## src/rtl/ac_in.sv

```systemverilog
// ac_in: accumulator input register for the 8-bit processor datapath.
// Holds the operand/result word presented on newData whenever accept is
// sampled high, keeps the word that was held before the latest load, reports
// whether any load has happened since reset, and pulses loaded for one cycle
// after each loading edge. All outputs are registered and there is no
// combinational path from any input to any output.
module ac_in #(
  parameter int unsigned      WIDTH     = 8,
  parameter logic [WIDTH-1:0] RESET_VAL = '0
) (
  input  logic             clk,
  input  logic             rst_n,
  input  logic [WIDTH-1:0] newData,
  input  logic             accept,
  output logic [WIDTH-1:0] data,
  output logic [WIDTH-1:0] data_prev,
  output logic             valid,
  output logic             loaded
);

  // Word registers: on a load, shift the held word into data_prev and capture newData.
  always_ff @(posedge clk or negedge rst_n) begin
    if (!rst_n) begin
      data      <= RESET_VAL;
      data_prev <= RESET_VAL;
    end else if (accept) begin
      data      <= newData;
      data_prev <= data;
    end
  end

  // Status flags: valid is sticky until reset, loaded follows accept by one cycle.
  always_ff @(posedge clk or negedge rst_n) begin
    if (!rst_n) begin
      valid  <= 1'b0;
      loaded <= 1'b0;
    end else begin
      loaded <= accept;
      if (accept) begin
        valid <= 1'b1;
      end
    end
  end

endmodule

```

## config.mk

```make
export PLATFORM = sky130hd
export DESIGN_NAME = ac_in
export DESIGN_NICKNAME = d
export VERILOG_FILES = /design/src/rtl/ac_in.sv
export SDC_FILE = /design/constraint.sdc
export NUM_CORES = 1
export LEC_CHECK = 0
export ABC_CLOCK_PERIOD_IN_PS = 800
export CORE_MARGIN = 10
export CORE_UTILIZATION = 36
export DETAILED_ROUTE_END_ITERATION = 7
export PLACE_DENSITY = 0.7
export SLEW_MARGIN = 20
export SYNTH_ARGS = -nofsm -noshare
export SYNTH_HDL_FRONTEND = slang
export SYNTH_SLANG_ARGS = --single-unit
```

## constraint.sdc

```tcl
create_clock -name clk -period 0.8 [get_ports clk]
set_input_delay 0.24 -clock clk [delete_from_list [all_inputs] [get_ports clk]]
set_output_delay 0.24 -clock clk [all_outputs]
set_load 0.01 [all_outputs]
```

==> summary.md <==
| Metric | Value |
|---|---|
| Sequential Power Share | 0.474 |
| Num CTS Buffers | 3 |
| Total internal power | 1.739 mW |
| Initial DRC count | 7 |
| Clk sinks | 18 |
| Grt ovf | 0 |
| Clk buf depth | 2 |
| CP Capture Type | output port |
| Nets | 94 |
| CP peak stage delay | 0.41 ns |
| Crit start category | flop |
| Total Power | 2.294 mW |
| HP Class | primary input to async pin |
| Final WL | 1.759 mm |
| Tmin final | 1.082 ns |
| Synth Flop Type | dfrtp_1 |
| Critical path class | flop to output port |
| Synth async-reset ratio | 1.000 |
| Via count | 482 |
| Htree depth | 1 |
| Die X | 64.16 um |
| Rows | 15 |
| MaxCap Viol Count | 0 |
| Post-route setup slack | -0.2820 ns |
| Gate power share | 0.289 |
| Final setup vio count | 33 |
| Area of the die | 4116 um2 |
| Post-synthesis sequential area ratio | 0.6417 |
| CP required | 0.56 ns |
| I/O pin total | 29 |
| Chip height | 64.16 um |
| Most common cell in the netlist | dfrtp_1 |
| CP Cell Sequence | buf_2 |
| Drt first pass iters | 2 |
| Drt wl/cell | 16.44 um |
| Setup tns final | -6.207 ns |
| Psw | 554.7 uW |
| Switching Share | 0.2419 |
| First-pass GRT wire length | 2.835 mm |
| Antenna fix cells | 0 |
| Crit path max-delay family | flip-flops |
| Post-synth EDFFs | 0 |
| Power density over cell area | 1932 nW/um2 |
| Netlist cell types | 6 |
| Largest net degree at the start of global routing | 19 |
| Hold_ws | 0.2721 ns |
| Initial antenna violation count | 0 |
| Count of state elements after synthesis | 18 |
| RSZ-0062 raised after global routing | yes |
| Worst slew margin | 0.8971 |
| CP max-delay cell | dfrtp_1 |
| Root buffer cell | clkbuf_4 |
| Syn. warnings | 0 |
| Worst Skew | 0.004142 ns |
| Post-route ant nets | 0 |
| Clock power frac | 0.236 |
| Cells after Synth | 37 |
| Worst r2r src | data[1] |
| Final period util | 1.352 |
| R2R depth | 3 |
| Slew Viols, Final | 0 |
| RR Endpoint | data[1] |
| Global Route Usage Sum | 0.08875 |
| Final hold viol count | 0 |
| Final Non-Filler Cells | 107 |
| Leak | 0.5756 nW |
| CP max FO | 2 |
| DRC | 0 |
| TritonCTS clock tree | done |
| Clk slew on worst S/H paths | 0.10 ns |
| Vias per std cell | 4.505 |
| Layout cell share with drive strength beyond 1 | 0.6585 |
| Failing checks | negative setup slack |
| Outcome | finished, violations left |
| Initial Util | 0.3937 |
| GP Congestion | 0.6323 |
| Synth top area cells | dfrtp_1 (64%), mux2_4 (19%), mux2_2 (11%) |
| Crit path buffers/inverters | 1 |
| Share of the synthesized area in the top cell type | 0.6417 |
| Placed Cells | 98 |
| Synth-to-layout area growth | 69.16% |
| Clk_lat worst skew | 0.29 ns |
| FMAX | 924.2 MHz |
| Worst-Margin Slew | 0.1559 ns |
| Syn Nets | 48 |
| WP data arrival | 0.84 ns |
| Vias in the first global route | 533 |
| FF-to-FF setup slack | -0.19 ns |
| Top cells by count, synth | dfrtp_1 (18), mux2_4 (9), mux2_2 (7) |
| CORE AREA | 1783 um2 |
| Port Buffers | 28 |
| Worst IR Drop VDD | 1198 uV |
| Syn Area/Cell | 18.97 um2 |
| Synth area leader | dfrtp_1 |
| Post-synthesis instance area | 701.9 um2 |
-- final cells by class --
| type | count | area [um2] |
|---|---|---|
| fill | 128 | 595.6 |
| sequential | 18 | 450.4 |
| timing repair buffer | 43 | 434.2 |
| multi-input combinational | 17 | 235.2 |
| clock buffer | 4 | 36.28 |
| tap | 25 | 31.28 |
-- metal layers --
layer / up-vias / track usage / share of wire
met2: 18 / 0.1468 / 0.53
li1: 217 / - / -
met1: 245 / 0.09645 / 0.40
met5: - / 0 / 0
met3: 2 / 0.05401 / 0.069
met4: 0 / 0.01604 / 0.0034
-- timing repair --
| item | 4_1_cts | 5_1_grt |
|---|---|---|
| endpoints found under the hold margin | 0 | 0 |
| hold buffers | 0 | 0 |
| setup buffers | 5 | 8 |
| gates cloned | 1 | 0 |
| gates resized for setup | 88 | 14 |
| endpoints found under the setup margin | 35 | 32 |
-- stage by stage --
step | utilization | cell area (um2) | worst slack [ns]
floorplan | - | 710.7 | -0.09585
global route | 0.6660 | 1187 | -0.3284
CTS | 0.6196 | 1105 | -0.2957
detailed placement | 0.6070 | 1082 | -0.6147
global placement | 0.6070 | 1082 | -0.5862
finish | 0.6660 | 1187 | -0.2820
-- power groups by stage --
stage               clock network (mW)  registers, mW  logic (mW)
floorplan                            0           1.14       0.168
global placement                     0           1.09       0.589
detailed placement                   0           1.09       0.601
CTS                              0.572           1.07       0.574
global route                     0.609           1.10       0.710
finish                           0.542           1.09       0.664
-- worst max path at each step --
| stage | slack [ns] | depth (start not counted) | start | end |
|---|---|---|---|---|
| floorplan | -0.1 | 3 | accept | data[0] |
| global placement | -0.59 | 3 | accept | data_prev[3] |
| detailed placement | -0.61 | 3 | accept | data_prev[7] |
| CTS | -0.30 | 1 | data[2] | data[2] |
| global route | -0.33 | 1 | data[2] | data[2] |
| finish | -0.28 | 1 | data[4] | data[4] |
-- registers in the layout, indices dropped and copies added, names as in the netlist --
| register | count |
|---|---|
| data | 8 |
| loaded | 1 |
| valid | 1 |
| data_prev | 8 |
-- cell families after synthesis --
kind of cell	Yosys count	synth area share
buffers and inverters	2	0.04456
DFF	18	0.6417
muxes	16	0.3048
and+or+nand+nor	1	0.008918
-- layout by cell type, fill, tap and decap left out --
cell type,netlist,routed
mux2_4,9,13
clkbuf_4,0,3
or2_1,1,1
mux2_2,7,3
clkdlybuf4s18_2,0,1
buf_6,1,17
clkdlybuf4s50_1,0,9
buf_2,0,9
dfrtp_1,18,18
buf_16,0,1
clkbuf_8,0,1
buf_12,1,2
buf_4,0,4
No activity file was read; power rests on OpenSTA's default activity.
